### config.mk
export PLATFORM = sky130hd
export DESIGN_NAME = ram_arb_flat
export DESIGN_NICKNAME = d
export VERILOG_FILES = /design/src/rtl/ram_arb_pkg.sv /design/src/rtl/ram_arb_if.sv /design/src/rtl/ram_arb_rr_arb2.sv /design/src/rtl/ram_arb.sv /design/src/flat_wrapper.sv
export SDC_FILE = /design/constraint.sdc
export NUM_CORES = 1
export LEC_CHECK = 0
export ABC_AREA = 1
export BUFFER_PORTS_ARGS = -buffer_cell sky130_fd_sc_hd__buf_2
export CORE_AREA = 2 2 92 94
export DETAILED_ROUTE_END_ITERATION = 8
export DIE_AREA = 0 0 94 96
export PLACE_DENSITY = 0.69
export SETUP_SLACK_MARGIN = 0.02
export SYNTH_ARGS = -nofsm -noshare
export SYNTH_HDL_FRONTEND = slang
export SYNTH_SLANG_ARGS = --single-unit
### constraint.sdc
create_clock -name clk -period 1.5 [get_ports clk]
set_input_delay 0.075 -clock clk [delete_from_list [all_inputs] [get_ports clk]]
set_output_delay 0.075 -clock clk [all_outputs]
set_load 0.02 [all_outputs]
### src/rtl/ram_arb_pkg.sv
// rtl/ram_arb_pkg.sv - shared widths and FSM state encodings for the RAM arbiter
package ram_arb_pkg;

  localparam int RAM_ADDR_W = 8;
  localparam int RAM_DATA_W = 32;
  localparam int RAM_DEPTH  = 1 << RAM_ADDR_W;

  localparam logic [0:0] ARB_IDLE = 1'b0;
  localparam logic [0:0] ARB_RESP = 1'b1;

endpackage

### src/rtl/ram_arb_if.sv
// rtl/ram_arb_if.sv - per-requester command/response channel between a front-end and ram_arb
interface ram_arb_if
  import ram_arb_pkg::*;
#(
  parameter int ADDR_W = RAM_ADDR_W,
  parameter int DATA_W = RAM_DATA_W
);

  logic              req_valid;
  logic              req_ready;
  logic              req_wen;
  logic [ADDR_W-1:0] req_addr;
  logic [DATA_W-1:0] req_wdata;
  logic              resp_valid;
  logic              resp_ready;
  logic [DATA_W-1:0] resp_rdata;

  modport master (
    output req_valid, req_wen, req_addr, req_wdata, resp_ready,
    input  req_ready, resp_valid, resp_rdata
  );

  modport slave (
    input  req_valid, req_wen, req_addr, req_wdata, resp_ready,
    output req_ready, resp_valid, resp_rdata
  );

endinterface

### src/rtl/ram_arb_rr_arb2.sv
// rtl/ram_arb_rr_arb2.sv - combinational 2-way round-robin picker
module rr_arb2 (
  input  logic [1:0] i_req,
  input  logic       i_last,
  output logic [1:0] o_gnt
);

  // i_last is the index granted most recently; a tie goes to the other one
  assign o_gnt[0] = i_req[0] & (~i_req[1] |  i_last);
  assign o_gnt[1] = i_req[1] & (~i_req[0] | ~i_last);

endmodule

### src/rtl/ram_arb.sv
// rtl/ram_arb.sv - two-requester round-robin sequencer for the 1R1W data RAM, one txn in flight
module ram_arb
  import ram_arb_pkg::*;
#(
  parameter int ADDR_W = RAM_ADDR_W,
  parameter int DATA_W = RAM_DATA_W
) (
  input  logic              clk,
  input  logic              rst_n,
  ram_arb_if.slave          m0,
  ram_arb_if.slave          m1,
  output logic [ADDR_W-1:0] o_ram_raddr,
  input  logic [DATA_W-1:0] i_ram_rdata,
  output logic [ADDR_W-1:0] o_ram_waddr,
  output logic [DATA_W-1:0] o_ram_wdata,
  output logic              o_ram_wen
);

  logic [0:0]        r_state;
  logic              r_last_grant;
  logic              r_owner;
  logic [DATA_W-1:0] r_rdata;

  logic [1:0]        w_gnt_raw;
  logic [1:0]        w_gnt;
  logic              w_accept;
  logic              w_wen;
  logic              w_resp;
  logic              w_resp_done;

  rr_arb2 u_rr_arb2 (
    .i_req  ({m1.req_valid, m0.req_valid}),
    .i_last (r_last_grant),
    .o_gnt  (w_gnt_raw)
  );

  // rst_n gating keeps ready and write-enable low for the whole reset window
  assign w_gnt    = (r_state == ARB_IDLE && rst_n) ? w_gnt_raw : 2'b00;
  assign w_accept = |w_gnt;

  assign m0.req_ready = w_gnt[0];
  assign m1.req_ready = w_gnt[1];

  always_comb begin
    w_wen       = 1'b0;
    o_ram_raddr = '0;
    o_ram_waddr = '0;
    o_ram_wdata = '0;
    if (w_gnt[0]) begin
      w_wen       = m0.req_wen;
      o_ram_raddr = m0.req_addr;
      o_ram_waddr = m0.req_addr;
      o_ram_wdata = m0.req_wdata;
    end else if (w_gnt[1]) begin
      w_wen       = m1.req_wen;
      o_ram_raddr = m1.req_addr;
      o_ram_waddr = m1.req_addr;
      o_ram_wdata = m1.req_wdata;
    end
  end

  assign o_ram_wen = w_wen;

  assign w_resp      = (r_state == ARB_RESP);
  assign w_resp_done = w_resp & (r_owner ? m1.resp_ready : m0.resp_ready);

  assign m0.resp_valid = w_resp & ~r_owner;
  assign m1.resp_valid = w_resp &  r_owner;
  assign m0.resp_rdata = (w_resp & ~r_owner) ? r_rdata : '0;
  assign m1.resp_rdata = (w_resp &  r_owner) ? r_rdata : '0;

  always_ff @(posedge clk or negedge rst_n) begin
    if (!rst_n) begin
      r_state      <= ARB_IDLE;
      r_last_grant <= 1'b1;
      r_owner      <= 1'b0;
      r_rdata      <= '0;
    end else begin
      case (r_state)
        ARB_IDLE: begin
          if (w_accept) begin
            r_owner <= w_gnt[1];
            r_rdata <= w_wen ? '0 : i_ram_rdata;
            r_state <= ARB_RESP;
          end
        end
        ARB_RESP: begin
          if (w_resp_done) begin
            r_last_grant <= r_owner;
            r_state      <= ARB_IDLE;
          end
        end
        default: r_state <= ARB_IDLE;
      endcase
    end
  end

endmodule

### src/flat_wrapper.sv
// flat-port wrapper written by rule: the top's interface ports become plain ports
module ram_arb_flat import ram_arb_pkg::*;
#(
  parameter int ADDR_W = RAM_ADDR_W,
  parameter int DATA_W = RAM_DATA_W
)
  (clk, rst_n, o_ram_raddr, i_ram_rdata, o_ram_waddr, o_ram_wdata, o_ram_wen, m0_req_valid, m0_req_wen, m0_req_addr, m0_req_wdata, m0_resp_ready, m0_req_ready, m0_resp_valid, m0_resp_rdata, m1_req_valid, m1_req_wen, m1_req_addr, m1_req_wdata, m1_resp_ready, m1_req_ready, m1_resp_valid, m1_resp_rdata);
  ram_arb_if #(.ADDR_W(ADDR_W), .DATA_W(DATA_W)) m0_i ();
  ram_arb_if #(.ADDR_W(ADDR_W), .DATA_W(DATA_W)) m1_i ();
  input  logic clk;
  input  logic rst_n;
  output logic [ADDR_W-1:0] o_ram_raddr;
  input  logic [DATA_W-1:0] i_ram_rdata;
  output logic [ADDR_W-1:0] o_ram_waddr;
  output logic [DATA_W-1:0] o_ram_wdata;
  output logic o_ram_wen;
  input wire logic [$bits(m0_i.req_valid)-1:0] m0_req_valid;
  input wire logic [$bits(m0_i.req_wen)-1:0] m0_req_wen;
  input wire logic [$bits(m0_i.req_addr)-1:0] m0_req_addr;
  input wire logic [$bits(m0_i.req_wdata)-1:0] m0_req_wdata;
  input wire logic [$bits(m0_i.resp_ready)-1:0] m0_resp_ready;
  output wire logic [$bits(m0_i.req_ready)-1:0] m0_req_ready;
  output wire logic [$bits(m0_i.resp_valid)-1:0] m0_resp_valid;
  output wire logic [$bits(m0_i.resp_rdata)-1:0] m0_resp_rdata;
  input wire logic [$bits(m1_i.req_valid)-1:0] m1_req_valid;
  input wire logic [$bits(m1_i.req_wen)-1:0] m1_req_wen;
  input wire logic [$bits(m1_i.req_addr)-1:0] m1_req_addr;
  input wire logic [$bits(m1_i.req_wdata)-1:0] m1_req_wdata;
  input wire logic [$bits(m1_i.resp_ready)-1:0] m1_resp_ready;
  output wire logic [$bits(m1_i.req_ready)-1:0] m1_req_ready;
  output wire logic [$bits(m1_i.resp_valid)-1:0] m1_resp_valid;
  output wire logic [$bits(m1_i.resp_rdata)-1:0] m1_resp_rdata;
  assign m0_i.req_valid = m0_req_valid;
  assign m0_i.req_wen = m0_req_wen;
  assign m0_i.req_addr = m0_req_addr;
  assign m0_i.req_wdata = m0_req_wdata;
  assign m0_i.resp_ready = m0_resp_ready;
  assign m0_req_ready = m0_i.req_ready;
  assign m0_resp_valid = m0_i.resp_valid;
  assign m0_resp_rdata = m0_i.resp_rdata;
  assign m1_i.req_valid = m1_req_valid;
  assign m1_i.req_wen = m1_req_wen;
  assign m1_i.req_addr = m1_req_addr;
  assign m1_i.req_wdata = m1_req_wdata;
  assign m1_i.resp_ready = m1_resp_ready;
  assign m1_req_ready = m1_i.req_ready;
  assign m1_resp_valid = m1_i.resp_valid;
  assign m1_resp_rdata = m1_i.resp_rdata;
  ram_arb #(.ADDR_W(ADDR_W), .DATA_W(DATA_W)) u_core (.clk(clk), .rst_n(rst_n), .m0(m0_i), .m1(m1_i), .o_ram_raddr(o_ram_raddr), .i_ram_rdata(i_ram_rdata), .o_ram_waddr(o_ram_waddr), .o_ram_wdata(o_ram_wdata), .o_ram_wen(o_ram_wen));
endmodule
==> summary.txt, run 1 <==
Placed design
  – I/O Buffers: 236
  – Post-DP HPWL: between 7 and 8 mm
  – Pre-CTS WS: -0.01854 ns
  – RePlAce Congestion: 0.8232

Clocking
  – CTS sink cnt: 35
  – CTS root buffer: clkbuf_8
  – Total CTS buffers: 5
  – Clock buffer depth: 2
  – Clock slew at reported path FFs: 0.07 ns
  – CTS tree: done
  – H-tree depth: 2
  – Clock latency on the worst-skew pair: 0.29 ns

Drt
  – Post-DR vias/cell: 4.641
  – Highest Signal Layer: met4
  – Wire length on met2: 5.921 mm
  – Wire per inst: 13.93 µm
  – Final ANT Viol Nets: 0
  – Final wirelength: 11.45 mm
  – WL met1: around 4.2 mm
  – DRC: 0
  – Drt pass-1 iters: 4
  – DRT iter0 DRCs: 141
  – Via count: 3815
  – Routed wl met3: 1.042 mm

Synth
  – Post-Syn Nets: 591
  – Synth warnings: 0
  – Post-synth cell types: 17
  – Gate Count Post-Synth: 471
  – Syn avg cell area: between 5 and 6 µm²
  – Sequential fraction of the synthesis area: 0.3239
  – Synth Register Bits: 35
  – Mapped cell area: 2708 µm²

Power
  – Tot Pwr: 7.790 mW
  – Power per cell area: 1552 nW/µm²
  – Max VDD drop: 1.312 mV
  – Lkg Pwr: between 3 and 4 nW

Worst setup path
  – Worst r2r path cells: 8
  – Critical path launch point type: flip-flop
  – Critical path type: flip-flop to output port
  – Worst Setup SP: u_core.r_last_grant
  – Worst-path maximum fanout: 19
  – CP endpoint kind: output port
  – Flop2flop setup slack: -0.15 ns
  – Worst setup path end: o_ram_raddr[5]
  – Crit path arrival time: 1.64 ns
  – FF-to-FF Start: u_core.r_state
  – R2R Path End: u_core.r_rdata[10]
  – Data required time of the critical path: about 1.4 ns

STA
  – Period utilisation layout: 1.146
  – Final setup fails: between 70 and 80
  – Final count of hold timing violations: 0
  – Min Clock Period, post-route: between 1.5 and 2 ns
  – Worst-margin pin slew: around 0.47 ns
  – Final Skew: 0.004499 ns
  – Rel. slew slack: 0.6897
  – RSZ-0062 raised after global routing: yes
  – Post-route setup slack: -0.2192 ns
  – Post-route setup TNS: -11.16 ns
  – Achievable Freq: 0.5817 GHz
  – Hold_ws: 0.03363 ns
  – Slew Viols, Final: 0

Final layout
  – Post-route core utilization: 0.6236
  – Final-layout fill cell count: about 730
  – # nets final: 836
  – Sequential cell area: 878.3 µm²
  – Multi-input gate area: between 1000 and 1500 µm²
  – Most frequent cells in the layout: nand2_1 (175), buf_2 (143), nor2_1 (77)
  – Commonest non-fill, non-tap cell in the layout: nand2_1
  – Share of layout cells above drive strength 1: 0.4561
  – # diodes: 0
  – Area grow syn2layout: 85.44%

Min path
  – Hold Path Class: input pin to flip-flop

Floorplanning
  – Die Ht: around 96 µm
  – Starting Density: 0.3363
  – Die area: ~9000 µm²
  – I/O Pins: 237
  – Core area: between 8000 and 9000 µm²
  – Site Rows: 33
  – Die width: around 94 µm

Global routing
  – First-pass GRT wire length: 15.41 mm
  – All-Layer GR Usage: 0.2162
  – GR Overflow Total: 0
  – Vias in the first global route: 3293
  – Initial antenna violation count: 0
  – Pin count of the biggest net entering global routing: 46

Job
  – Max-cap viol count: 0

Outcome
  – Violated checks: setup timing
  – Status: finished with violations
report_power, final:
part | total, mW | switching, mW | internal, mW
Sequential | 1.67 | 0.274 | 1.39
Combinational | 5.35 | 3.03 | 2.32
Clock | 0.775 | 0.356 | 0.420
synthesized netlist by cell type:
cell type,number,area share
buf_4,18,0.050
inv_1,69,0.096
nor2_4,1,0.0042
a21o_1,1,0.0028
nor2_1,96,0.13
nand2_1,194,0.27
clkbuf_2,1,0.0018
o21ai_2,1,0.0032
and3_1,1,0.0023
buf_2,3,0.0055
nand4_1,2,0.0046
nand3_1,33,0.061
buf_6,7,0.029
dfrtp_1,34,0.31
dfstp_2,1,0.0097
clkbuf_1,8,0.011
and3_2,1,0.0028
worst min-delay path by stage:
stage	from	to	slack (ns)	cells past startpoint
2_1_floorplan	rst_n	u_core.r_owner	-0.22	0
3_3_place_gp	rst_n	u_core.r_rdata[15]	0.16	2
3_5_place_dp	rst_n	u_core.r_rdata[13]	0.18	2
4_1_cts	m1_resp_ready	u_core.r_last_grant	0.03	3
5_1_grt	m1_resp_ready	u_core.r_last_grant	0.05	3
6_report	m1_resp_ready	u_core.r_last_grant	0.03	3
critical path, cell delays in order, from the launching register on:
cell     delay (ns)
dfstp_2        0.55
inv_1          0.04
nand2_1        0.07
and3_4         0.25
buf_12         0.16
nand2_1        0.07
nand2_2        0.06
buf_2          0.16
cell type report:
type                    instances  share of cell area
repair buffers                275              0.4353
clock buffers                   8             0.01994
flip-flops and latches         35              0.1749
well taps                     105             0.02616
multi-input cells             330              0.2921
inverters                      69             0.05158
state kept, by name (all words and copies together) (netlist names):
register and flops:
u_core.r_last_grant 1, u_core.r_owner 1, u_core.r_rdata 32, u_core.r_state 1
per-stage QoR:
step | instances | instance area [µm²]
finish | 822 | 5021
global route | 822 | 5021
CTS | 813 | 4594
detailed placement | 792 | 3984
global placement | 792 | 3984
floorplan | 471 | 2725
cell families (layout without fill, tap and decap cells):
family,Yosys count,in the layout,share of synthesized area
flops,35,35,0.3239
buf+inv,106,352,0.1932
compound gates,2,2,0.006009
simple gates,328,328,0.4769
layer usage:
layer | GRT usage | vias to the layer above
li1 | - | 1856
met1 | 0.2540 | 1751
met2 | 0.3875 | 188
met3 | 0.05403 | 20
met4 | 0.06884 | 0
met5 | 0 | -
repair_timing:
item,4_1_cts,5_1_grt
buffers inserted,7,5
endpoints found under the hold margin,34,0
hold buffers,1,0
pin swaps,4,1
gates cloned,5,5
endpoints found under the setup margin,83,149
resized for setup,102,95
Power figures use the tool's default switching activity.
==> run 2: changes to the inputs <==
--- a/config.mk
+++ b/config.mk
@@ -15,3 +15,4 @@
 export SYNTH_ARGS = -nofsm -noshare
 export SYNTH_HDL_FRONTEND = slang
 export SYNTH_SLANG_ARGS = --single-unit
+export TNS_END_PERCENT = 10
==> summary.txt, run 2 (synthesized netlist as in run 1, its figures left out) <==
STA
  – RSZ-0062 raised after global routing: yes
  – Slew Viols, Final: 0
  – Final count of hold timing violations: 0
  – Post-route setup slack: -0.2919 ns
  – Rel. slew slack: 0.7068
  – Final Skew: approximately 0.0044 ns
  – Post-route setup TNS: -10.17 ns
  – Final setup fails: slightly above 50
  – Min Clock Period, post-route: 1.792 ns
  – Achievable Freq: between 0.5 and 0.6 GHz
  – Worst-margin pin slew: 0.4398 ns
  – Period utilisation layout: 1.195

Power
  – Switching share of power: 0.4950
  – Power per cell area: between 1000 and 1500 nW/µm²
  – Sequential Power Share: 0.253
  – Tot Pwr: 6.537 mW
  – Internal Power: ~3.3 mW
  – Comb power frac: 0.646
  – Max VDD drop: slightly below 0.9 mV
  – Sw power: between 3 and 4 mW
  – Lkg Pwr: 2.917 nW
  – Clock share of power: 0.102

Worst setup path
  – Worst setup path end: o_ram_wdata[17]
  – Crit-path most repeated cell: nand2_1
  – Worst-path maximum fanout: 10
  – CP endpoint kind: output port
  – Critical path type: flip-flop to output port
  – R2R Path End: u_core.r_owner
  – Critical path launch point type: flip-flop
  – Crit path largest cell delay: ~0.54 ns
  – Worst-path cell chain: inv_2 > nand2_2 > and3_4 > buf_8 > buf_16 > nand2_1 > nand2_1 > buf_6
  – Flop2flop setup slack: 0.16 ns
  – Worst path bufs/invs: 4
  – Crit path arrival time: 1.72 ns
  – Crit path max-delay family: flip-flops
  – Crit path depth: 8
  – Slowest stage cell, crit path: dfstp_2
  – Worst r2r path cells: 5
  – Data required time of the critical path: 1.42 ns
  – Worst Setup SP: u_core.r_last_grant
  – FF-to-FF Start: u_core.r_last_grant

Placed design
  – Pre-CTS WS: 0.01307 ns
  – Dpl cells: approximately 790
  – I/O Buffers: 236
  – Post-DP HPWL: between 7 and 8 mm
  – RePlAce Congestion: 0.8201

Outcome
  – Status: finished with violations
  – Violated checks: setup timing

Clocking
  – Clock buffer depth: 2
  – CTS sink cnt: 35
  – CTS tree: done
  – CTS root buffer: clkbuf_8
  – Total CTS buffers: 5
  – H-tree depth: 2
  – Clock latency on the worst-skew pair: approximately 0.28 ns
  – Clock slew at reported path FFs: 0.07 ns

Global routing
  – GRT busiest layer: met2
  – Met1 Track Usage GR: 0.2481
  – Initial antenna violation count: 0
  – Met3 usage: 0.03915
  – Met2 usage: 0.3637
  – GR Overflow Total: 0
  – Vias in the first global route: 3117
  – First-pass GRT wire length: 14.90 mm
  – All-Layer GR Usage: 0.2087
  – Pin count of the biggest net entering global routing: 67

Job
  – Max-cap viol count: 0

Floorplanning
  – Starting Density: 0.3363
  – I/O Pins: 237
  – Site Rows: 33
  – Die Ht: approximately 96 µm
  – Die area: 9024 µm²
  – Die width: roughly 94 µm
  – Core area: 8051 µm²

Final layout
  – # nets final: 816
  – Share of layout cells above drive strength 1: 0.4218
  – Max reg flops: 32
  – Most flops, register: u_core.r_rdata
  – Most frequent cells in the layout: buf_2 (194), nand2_1 (167), nor2_1 (96)
  – Non-Filler Instances: 802
  – Commonest non-fill, non-tap cell in the layout: buf_2
  – # diodes: 0
  – Area grow syn2layout: 66.50%

Drt
  – Final wirelength: 10.31 mm
  – Wire per inst: 12.85 µm
  – Via count: 3631
  – Drt pass-1 iters: 4
  – DRC: 0
  – Post-DR vias/cell: 4.527
  – DRT iter0 DRCs: 139
  – Final ANT Viol Nets: 0

Min path
  – Hold Path Class: input pin to flip-flop
==> run 2: changes by cell type in the layout (fill, tap and decap cells not counted), sizes merged <==
cell,delta
clkinvlp,+1
bufbuf,-2
clkbuf,-5
clkinv,+1
buf,-15
==> run 2: layout make-up <==
| class | instances | area (µm²) |
|---|---|---|
| clock inverters | 2 | 12.51 |
| flip-flops and latches | 35 | 877.1 |
| fillers | 787 | 3543 |
| repair buffers | 255 | 1744 |
| multi-input cells | 330 | 1411 |
| well taps | 105 | 131.4 |
| inverters | 69 | 259.0 |
| clock buffers | 6 | 72.57 |
==> run 2: metrics by stage <==
stage / hold WS (ns) / util / area (µm²)
finish: 0.04346 / 0.5599 / 4508
global route: 0.05157 / 0.5599 / 4508
CTS: 0.04213 / 0.5503 / 4431
detailed placement: 0.1576 / 0.4867 / 3919
global placement: 0.1583 / 0.4867 / 3919
floorplan: -0.2206 / - / 2710
==> run 2: timing repair <==
action / in CTS / in global routing
cloned: 3 / 1
gates resized for setup: 101 / 26
pin swaps: 2 / 10
hold buffers: 1 / 0
endpoints found under the setup margin: 51 / 56
endpoints found under the hold margin: 34 / 0
buffers inserted: 3 / 0
==> run 2: how the worst min path moves through the flow <==
stage             startpoint                   to  slack, ns  cells past startpoint
6_report       m1_resp_ready  u_core.r_last_grant       0.04                      3
3_3_place_gp           rst_n   u_core.r_rdata[26]       0.16                      2
5_1_grt        m1_resp_ready  u_core.r_last_grant       0.05                      3
4_1_cts        m1_resp_ready  u_core.r_last_grant       0.04                      3
3_5_place_dp           rst_n   u_core.r_rdata[26]       0.16                      2
2_1_floorplan          rst_n       u_core.r_owner      -0.22                      0
==> run 2: metal layers <==
layer,wire [µm],share of wire,vias up
met5,0,0,-
met4,467,0.045,0
met3,804,0.078,32
met2,4959,0.48,188
met1,4078,0.40,1607
li1,-,-,1804
==> run 2: power by group through the flow <==
stage / logic (mW) / registers [mW] / clock network (mW)
finish: 4.22 / 1.65 / 0.664
global route: 4.63 / 1.71 / 0.727
CTS: 4.18 / 1.65 / 0.688
detailed placement: 3.76 / 1.66 / 0
global placement: 3.72 / 1.65 / 0
floorplan: 2.59 / 1.59 / 0
==> run 2: worst reg2reg max path: stages, from the launching register on <==
cell	delay (ns)
dfstp_2	0.54
buf_4	0.10
nand2_1	0.06
and3_4	0.21
buf_12	0.16
a21o_1	0.16
==> run 3: changes to the inputs <==
==> constraint.sdc (replaced) <==
create_clock -name clk -period 1.5 [get_ports clk]
set_input_delay 0 -clock clk [delete_from_list [all_inputs] [get_ports clk]]
set_output_delay 0 -clock clk [all_outputs]
set_load 0.02 [all_outputs]
==> summary.txt, run 3 (synthesized netlist as in run 1, its figures left out) <==
Clocking
  – H-tree depth: 2
  – Total CTS buffers: 5
  – CTS sink cnt: 35
  – CTS tree: done
  – Clock buffer depth: 2
  – Clock latency on the worst-skew pair: around 0.28 ns
  – CTS root buffer: clkbuf_8
  – Clock slew at reported path FFs: 0.07 ns

Drt
  – Via count: between 3000 and 4000
  – Final ANT Viol Nets: 0
  – DRT iter0 DRCs: between 100 and 150
  – Drt pass-1 iters: 4
  – Post-DR vias/cell: 4.522
  – Final wirelength: 10.74 mm
  – Wire per inst: 13.33 µm
  – DRC: 0

STA
  – Period utilisation layout: 1.138
  – Post-route setup slack: -0.2072 ns
  – Min Clock Period, post-route: 1.707 ns
  – Final count of hold timing violations: 0
  – Slew Viols, Final: 0
  – Final Skew: 0.005358 ns
  – RSZ-0062 raised after global routing: yes
  – Worst-margin pin slew: 0.5090 ns
  – Achievable Freq: approximately 0.59 GHz
  – Final setup fails: about 50
  – Rel. slew slack: 0.6594

Floorplanning
  – Die Ht: approximately 96 µm
  – I/O Pins: 237
  – Starting Density: 0.3363
  – Die width: 94 µm
  – Die area: about 9000 µm²
  – Core area: 8051 µm²
  – Site Rows: 33

Placed design
  – I/O Buffers: 236
  – DP Area: between 3000 and 4000 µm²
  – RePlAce Congestion: 0.7756
  – Dpl cells: between 700 and 800
  – Post-DP HPWL: 7.427 mm

Min path
  – Hold Path Class: input pin to flip-flop

Final layout
  – Non-Filler Instances: 806
  – Share of layout cells above drive strength 1: 0.4094
  – Area grow syn2layout: 68.35%
  – Multi-input gate area: roughly 1400 µm²
  – Sequential cell area: 877.1 µm²
  – Most frequent cells in the layout: buf_2 (185), nand2_1 (173), nor2_1 (96)
  – # nets final: 820
  – Cell area after layout: between 4000 and 5000 µm²
  – Most flops, register: u_core.r_rdata
  – Final-layout fill cell count: 794
  – # diodes: 0
  – Max reg flops: 32
  – Commonest non-fill, non-tap cell in the layout: buf_2

Worst setup path
  – Worst-path maximum fanout: 10
  – CP endpoint kind: output port
  – Critical path type: flip-flop to output port
  – Critical path launch point type: flip-flop
  – Flop2flop setup slack: 0.11 ns
  – Crit path arrival time: around 1.7 ns
  – Data required time of the critical path: 1.50 ns

Global routing
  – Vias in the first global route: 3234
  – GR Overflow Total: 0
  – Initial antenna violation count: 0
  – First-pass GRT wire length: 15.00 mm
  – Pin count of the biggest net entering global routing: 43
  – All-Layer GR Usage: 0.2088

Outcome
  – Violated checks: setup timing
  – Status: finished with violations

Power
  – Power per cell area: 1462 nW/µm²
  – Max VDD drop: ~0.9 mV
  – Lkg Pwr: 2.928 nW

Job
  – Max-cap viol count: 0
-- run 3: cell types whose count changed in the layout (fill, tap and decap cells not counted), moves of 2 or more --
cell           delta
buf_2             -9
buf_4             +4
buf_6             +8
buf_8             -2
clkbuf_1          +2
clkbuf_16         +2
dlygate4sd3_1     +2
nand2_1           +6
nand2_2           -5
-- run 3: layout make-up --
| cell class | count | share of cell area |
|---|---|---|
| Sequential cell | 35 | 0.1924 |
| Tap cell | 105 | 0.02882 |
| Inverter | 69 | 0.05682 |
| Timing Repair Buffer | 258 | 0.3975 |
| Clock buffer | 8 | 0.01757 |
| Multi-Input combinational cell | 331 | 0.3069 |
-- run 3: path summary, 6_finish.rpt --
kind,start,to,cells after the start
min in group asynchronous,rst_n,u_core.r_rdata[19],3
max in group asynchronous,rst_n,u_core.r_last_grant,3
worst min-delay path,i_ram_rdata[14],u_core.r_rdata[14],5
worst max-delay path,u_core.r_last_grant,o_ram_wdata[7],7
worst max register to register,u_core.r_state,u_core.r_rdata[2],7
worst min register to register,u_core.r_last_grant,u_core.r_last_grant,2
-- run 3: timing repair --
action	CTS	global route
endpoints found under the hold margin	35	0
hold buffers	3	0
endpoints found under the setup margin	52	89
gates resized for setup	75	59
pin swaps	1	6
buffers inserted	0	1
gates cloned	1	4
-- run 3: per-layer routing --
metal  track usage  share of wire
met1        0.2536           0.38
met5             0              0
met3       0.04072          0.090
met2        0.3786           0.51
met4       0.05435          0.012
-- run 3: per-stage QoR --
| stage | TNS, ns | power (mW) | hold WS, ns | worst slack, ns | util |
|---|---|---|---|---|---|
| finish | -7.752 | 6.662 | 0.01386 | -0.2072 | 0.5661 |
| global route | -12.24 | 7.202 | 0.02432 | -0.2827 | 0.5661 |
| CTS | -6.413 | 6.409 | 0.005497 | -0.1931 | 0.5304 |
| detailed placement | -1.809 | 5.474 | 0.1348 | -0.07913 | 0.4867 |
| global placement | -0.04010 | 5.398 | 0.1259 | -0.03895 | 0.4867 |
| floorplan | 0 | 4.176 | -0.2956 | 0.04450 | - |
-- run 3: critical path: stages (launching register included) --
cell and delay (ns):
dfstp_2 0.55, inv_1 0.04, nand2_1 0.08, and3_4 0.29, clkbuf_16 0.18, nand2_1 0.09, nand2_1 0.08, buf_6 0.11
-- run 3: power breakdown --
group / leakage [nW] / total (mW) / internal, mW / switching [mW]
logic: 2.45 / 4.35 / 1.68 / 2.67
registers: 0.434 / 1.65 / 1.39 / 0.262
clock network: 0.0395 / 0.658 / 0.330 / 0.328
total: 2.93 / 6.66 / 3.40 / 3.26
